<file path="src/rtl/div_iter_unit.sv">
// Iterative radix-2 restoring divider, one quotient bit per cycle.
// Signed operands are divided as magnitudes and the signs are applied in a
// final FIX cycle. The FIX cycle is also the done cycle, and a new start is
// accepted in it so back-to-back operations lose no cycles.
module div_iter_unit #(
    parameter int WIDTH = 32
) (
    input  logic             clk,
    input  logic             rst,
    input  logic             start,
    input  logic             cancel,
    input  logic             is_signed,
    input  logic [WIDTH-1:0] dividend,
    input  logic [WIDTH-1:0] divisor,
    output logic             busy,
    output logic             done,
    output logic             result_valid,
    output logic [WIDTH-1:0] quotient,
    output logic [WIDTH-1:0] remainder,
    output logic             div_by_zero
);

    localparam int CW = (WIDTH > 1) ? $clog2(WIDTH) : 1;

    typedef enum logic [1:0] {
        S_IDLE = 2'd0,
        S_BUSY = 2'd1,
        S_FIX  = 2'd2
    } state_t;

    state_t           state_q, state_d;
    logic [CW-1:0]    cnt_q, cnt_d;
    // acc holds the partial remainder magnitude; dq starts as the dividend
    // magnitude and has quotient bits shifted in from the bottom.
    logic [WIDTH-1:0] acc_q, acc_d;
    logic [WIDTH-1:0] dq_q, dq_d;
    logic [WIDTH-1:0] dvs_q, dvs_d;
    logic             sgn_q, sgn_d;
    logic             sd_q, sd_d;
    logic             sv_q, sv_d;
    logic             zero_q, zero_d;

    // Result registers: hold the last completed result between done pulses.
    logic [WIDTH-1:0] quotient_q, quotient_d;
    logic [WIDTH-1:0] remainder_q, remainder_d;
    logic             dbz_q, dbz_d;
    logic             rv_q, rv_d;

    logic             accept;
    logic             dd_neg, dv_neg;
    logic [WIDTH-1:0] dd_mag, dv_mag;
    logic [WIDTH:0]   shifted, trial;
    logic             q_bit;
    logic             q_neg, r_neg;
    logic [WIDTH-1:0] fix_quot, fix_rem;

    // A start is taken in IDLE or in the done (FIX) cycle; cancel always wins.
    assign accept = start && !cancel && (state_q != S_BUSY);

    // State register.
    always_ff @(posedge clk) begin
        if (rst) begin
            state_q <= S_IDLE;
        end else begin
            state_q <= state_d;
        end
    end

    // Next-state logic.
    always_comb begin
        state_d = state_q;
        case (state_q)
            S_IDLE: if (accept) state_d = S_BUSY;
            S_BUSY: begin
                if (cancel)             state_d = S_IDLE;
                else if (cnt_q == '0)   state_d = S_FIX;
            end
            S_FIX:  state_d = accept ? S_BUSY : S_IDLE;
            default: state_d = S_IDLE;
        endcase
    end

    // Output decode; during the done cycle the freshly sign-fixed result is
    // presented directly so a cancel in FIX leaves the held result untouched.
    always_comb begin
        busy         = (state_q == S_BUSY);
        done         = (state_q == S_FIX) && !cancel;
        result_valid = done || rv_q;
        quotient     = done ? fix_quot : quotient_q;
        remainder    = done ? fix_rem  : remainder_q;
        div_by_zero  = done ? zero_q   : dbz_q;
    end

    // Operand magnitudes. |MIN_INT| = 2^(WIDTH-1) still fits unsigned in
    // WIDTH bits, so the wrapped two's-complement negation is exact.
    always_comb begin
        dd_neg = is_signed && dividend[WIDTH-1];
        dv_neg = is_signed && divisor[WIDTH-1];
        dd_mag = dd_neg ? (~dividend + 1'b1) : dividend;
        dv_mag = dv_neg ? (~divisor + 1'b1) : divisor;
    end

    // One restoring step: shift the next dividend bit into the partial
    // remainder and keep the subtraction only when it does not borrow.
    always_comb begin
        shifted = {acc_q, dq_q[WIDTH-1]};
        trial   = shifted - {1'b0, dvs_q};
        q_bit   = !trial[WIDTH];
    end

    // Sign fix-up: quotient negative only for differing signs and nonzero
    // magnitude, remainder follows the dividend. Divide by zero forces an
    // all-ones quotient; the remainder naturally equals the raw dividend.
    always_comb begin
        q_neg    = sgn_q && (sd_q != sv_q) && (dq_q != '0);
        r_neg    = sgn_q && sd_q;
        fix_quot = zero_q ? '1 : (q_neg ? (~dq_q + 1'b1) : dq_q);
        fix_rem  = r_neg ? (~acc_q + 1'b1) : acc_q;
    end

    // Datapath next values: load on accepted start, iterate while busy.
    always_comb begin
        cnt_d  = cnt_q;
        acc_d  = acc_q;
        dq_d   = dq_q;
        dvs_d  = dvs_q;
        sgn_d  = sgn_q;
        sd_d   = sd_q;
        sv_d   = sv_q;
        zero_d = zero_q;
        if (accept) begin
            cnt_d  = CW'(WIDTH - 1);
            acc_d  = '0;
            dq_d   = dd_mag;
            dvs_d  = dv_mag;
            sgn_d  = is_signed;
            sd_d   = dd_neg;
            sv_d   = dv_neg;
            zero_d = (divisor == '0);
        end else if ((state_q == S_BUSY) && !cancel) begin
            cnt_d = cnt_q - CW'(1);
            acc_d = q_bit ? trial[WIDTH-1:0] : shifted[WIDTH-1:0];
            dq_d  = {dq_q[WIDTH-2:0], q_bit};
        end
    end

    // Result register next values: captured on done, validity dropped on a
    // new accepted start or a cancel of an in-flight operation.
    always_comb begin
        quotient_d  = quotient_q;
        remainder_d = remainder_q;
        dbz_d       = dbz_q;
        rv_d        = rv_q;
        if (done) begin
            quotient_d  = fix_quot;
            remainder_d = fix_rem;
            dbz_d       = zero_q;
            rv_d        = 1'b1;
        end
        if (accept || (cancel && (state_q != S_IDLE))) begin
            rv_d = 1'b0;
        end
    end

    // Datapath and result registers.
    always_ff @(posedge clk) begin
        if (rst) begin
            cnt_q       <= '0;
            acc_q       <= '0;
            dq_q        <= '0;
            dvs_q       <= '0;
            sgn_q       <= 1'b0;
            sd_q        <= 1'b0;
            sv_q        <= 1'b0;
            zero_q      <= 1'b0;
            quotient_q  <= '0;
            remainder_q <= '0;
            dbz_q       <= 1'b0;
            rv_q        <= 1'b0;
        end else begin
            cnt_q       <= cnt_d;
            acc_q       <= acc_d;
            dq_q        <= dq_d;
            dvs_q       <= dvs_d;
            sgn_q       <= sgn_d;
            sd_q        <= sd_d;
            sv_q        <= sv_d;
            zero_q      <= zero_d;
            quotient_q  <= quotient_d;
            remainder_q <= remainder_d;
            dbz_q       <= dbz_d;
            rv_q        <= rv_d;
        end
    end

endmodule
</file>
<file path="config.mk">
export PLATFORM = sky130hd
export DESIGN_NAME = div_iter_unit
export DESIGN_NICKNAME = d
export VERILOG_FILES = /design/src/rtl/div_iter_unit.sv
export SDC_FILE = /design/constraint.sdc
export NUM_CORES = 1
export LEC_CHECK = 0
export CORE_MARGIN = 4
export CORE_UTILIZATION = 55
export DETAILED_ROUTE_END_ITERATION = 7
export PLACE_DENSITY = 0.79
export SLEW_MARGIN = 20
export SYNTH_ARGS = -nofsm -noshare
export SYNTH_HDL_FRONTEND = slang
export SYNTH_SLANG_ARGS = --single-unit
</file>
<file path="constraint.sdc">
create_clock -name clk -period 4.53 [get_ports clk]
set_input_delay 0.453 -clock clk [delete_from_list [all_inputs] [get_ports clk]]
set_output_delay 0.453 -clock clk [all_outputs]
set_load 0.02 [all_outputs]
</file>
==> flow_summary.toml <==
[final_layout]
antenna_cells = 0
layout.cells.non_filler = 1813
final_area_sq_um = 13200
drive_gt1_frac = 0.0433
fin_nets = 1643
syn_to_final_growth_pct = 19.4

[routing]
vias = 10600
wl_um = 29700
via_per_inst = 5.85
wl_per_cell_um = 16.4
drt-initial-drc-count = 995
drt.antenna.violating_nets = 0
drt_pre_antenna_iters = 6
drc = 0

[synth]
synth_most_common_cell = "nor2_1"
synth_area_leaders = "dfxtp_1 31%, a21oi_1 7.2%, xnor2_1 6.5%"
synth_fp_nets = 1560
synth_edf_count = 0
ys_ff_latch = 173
yosysTopAreaCell = "dfxtp_1"
synth_top_cell_area_share = 0.313
synthArstFlopShare = 0
yosys.cell_types.count = 61
synthFlopType = "dfxtp_1"
ys.warnings.count = 0
synth-seq-area-share = 0.313
ys_top_cells_by_count = "177 x nor2_1, 173 x dfxtp_1, 160 x a21oi_1"
syn_inst = 1452
netlist_area_sq_um = 11100
synth.avg_cell_area_sq_um = 7.63

[timing]
tightest_slew_ns = 0.967
setup_ws_ns = 0.142
finalSetupViolations = 0
drv_slew = 0
rsz0062_at_grt = "true"
slew_headroom = 0.355
period_needed_ns = 4.39
hold_viol = 0
clock_skew_ns = 0.0102
finalCritPeriodShare = 0.969
fin_setup_tns_ns = 0
fmax_mhz = 228

[global_route]
grtUsageMet2 = 0.356
grt_pass1_wl_um = 47500
grt_max_degree = 102
use_met1 = 0.402
overflow = 0
top_usage_layer = "met1"
grt_pass1_vias = 9524
antenna_found_initial = 0
met3_usage = 0.0606
grt_util_all_layers = 0.258

[place]
place_area_sq_um = 12600
io_buffers = 136
place_ws_ns = 0.354
place_congestion = 0.937
dp_hpwl_um = 21900
placed_cells = 1781

[floorplanning]
die_area_sq_um = 22500
die_w_um = 150
start_util = 0.564
ios = 137
die_y_um = 150
core_area_sq_um = 19700
num_rows = 51

[worst_setup_path]
worstPathRequired_ns = 4.08
r2r_cells = 13
crit_arrival_ns = 3.94
path_class = "register to output pin"
startpoint_type = "register"
worstSetupEndpointType = "output pin"
worstPathMaxFanout = 26

[clocking]
cts.sinks = 173
clockRootBuffer = "clkbuf_16"
clkTransAtPathRegs_ns = 0.07
clock_latency_ns = 0.44
clock_path_buffers = 2
post-cts-setup-buffers = 0
cts_made_buffers = 17
htreeDepth = 4
cts_tree = "done"

[power]
p_per_area_nw_per_um2 = 307
leakagePower_nw = 4.96
peakVddDrop_mv = 0.239
finalPower_mw = 4.06

[job]
cap_viol_max_count = 0

[min_path]
min_path_type = "register to register"
hold_depth = 2

[outcome]
status = "finished, final reports clean"
## report_power, final
group / total (mW) / internal, mW / switching, mW
clock: 1.50 / 0.830 / 0.667
combinational: 0.907 / 0.394 / 0.513
sequential: 1.65 / 1.58 / 0.0752
## critical path, cell delays in order (launching register included)
cell and delay (ns):
dfxtp_1 0.37, or4_1 0.63, nor4_1 0.19, or3b_1 0.44, or4_1 0.47, and2_4 0.28, o31ai_1 0.12, xor2_1 0.11
a21oi_1 0.23, clkdlybuf4s50_1 0.65
## cell usage in the layout (no fill, tap or decap), drive strengths merged, types with 8 or more instances in the layout
cell type,synthesis,final
nand2,121,121
nor3,35,35
clkdlybuf4s50,0,126
buf,9,17
xnor2,82,82
a311oi,37,37
xor2,61,61
o21ai,74,74
o41ai,10,10
ha,38,38
dlymetal6s2s,0,9
nor4,13,13
inv,58,64
or4,15,15
nand2b,14,14
and2,8,8
or3,20,20
dfxtp,173,173
o22a,12,12
nand3,20,20
nor2,177,177
a31oi,10,10
a211oi,31,31
nor2b,72,72
mux2i,24,24
a21oi,161,161
nand4,10,10
o31ai,21,21
clkbuf,79,17
## worst paths after layout
check | endpoint | startpoint | slack, ns
min | dvs_q[31] | dvs_q[31] | 0.48
max reg2reg | acc_q[1] | dq_q[31] | 0.57
max | quotient[26] | dq_q[10] | 0.14
min reg2reg | dvs_q[31] | dvs_q[31] | 0.48
## final cells by class
class,instances,area [sq um]
inverters,58,218
well taps,265,332
multi-input cells,1133,7080
clock inverters,15,179
clock buffers,17,425
repair buffers,152,1530
flip-flops and latches,173,3460
fillers,1735,6430
## metrics by stage
| stage | hold WS (ns) | util |
|---|---|---|
| after floorplan | 0.432 | - |
| after global placement | 0.444 | 0.640 |
| after detailed placement | 0.482 | 0.640 |
| after CTS | 0.490 | 0.671 |
| after global routing | 0.503 | 0.673 |
| final | 0.483 | 0.673 |
## sequential cells by signal (all words and copies together), names as in the netlist
signal       cells
acc_q           32
cnt_q            5
dbz_q            1
dq_q            32
dvs_q           32
quotient_q      32
remainder_q     32
rv_q             1
sd_q             1
sgn_q            1
state_q          2
sv_q             1
zero_q           1
## repair_timing
action	4_1_cts	5_1_grt
cloned	0	0
setup endpoints to repair	24	29
hold buffers	0	0
gates resized for setup	1	12
## cell families (layout without fill, tap and decap cells)
family                   after synthesis  count (layout)  synth area share
XOR/XNOR                             143             143             0.113
multiplexers                          27              27            0.0247
flip-flops                           173             173             0.313
buffers and inverters                146             242            0.0517
adder cells (fa/ha/maj)               39              39            0.0447
AND/OR/NAND/NOR                      535             535             0.234
AO/OA/AOI/OAI                        389             389             0.219
## metal layers
layer | vias to the layer above | share of wire | wire, um
li1 | 5279 | - | -
met1 | 4865 | 0.49 | 14700
met2 | 426 | 0.40 | 12000
met3 | 31 | 0.090 | 2670
met4 | 0 | 0.010 | 308
met5 | - | 0 | 0
Power figures use the tool's default switching activity.
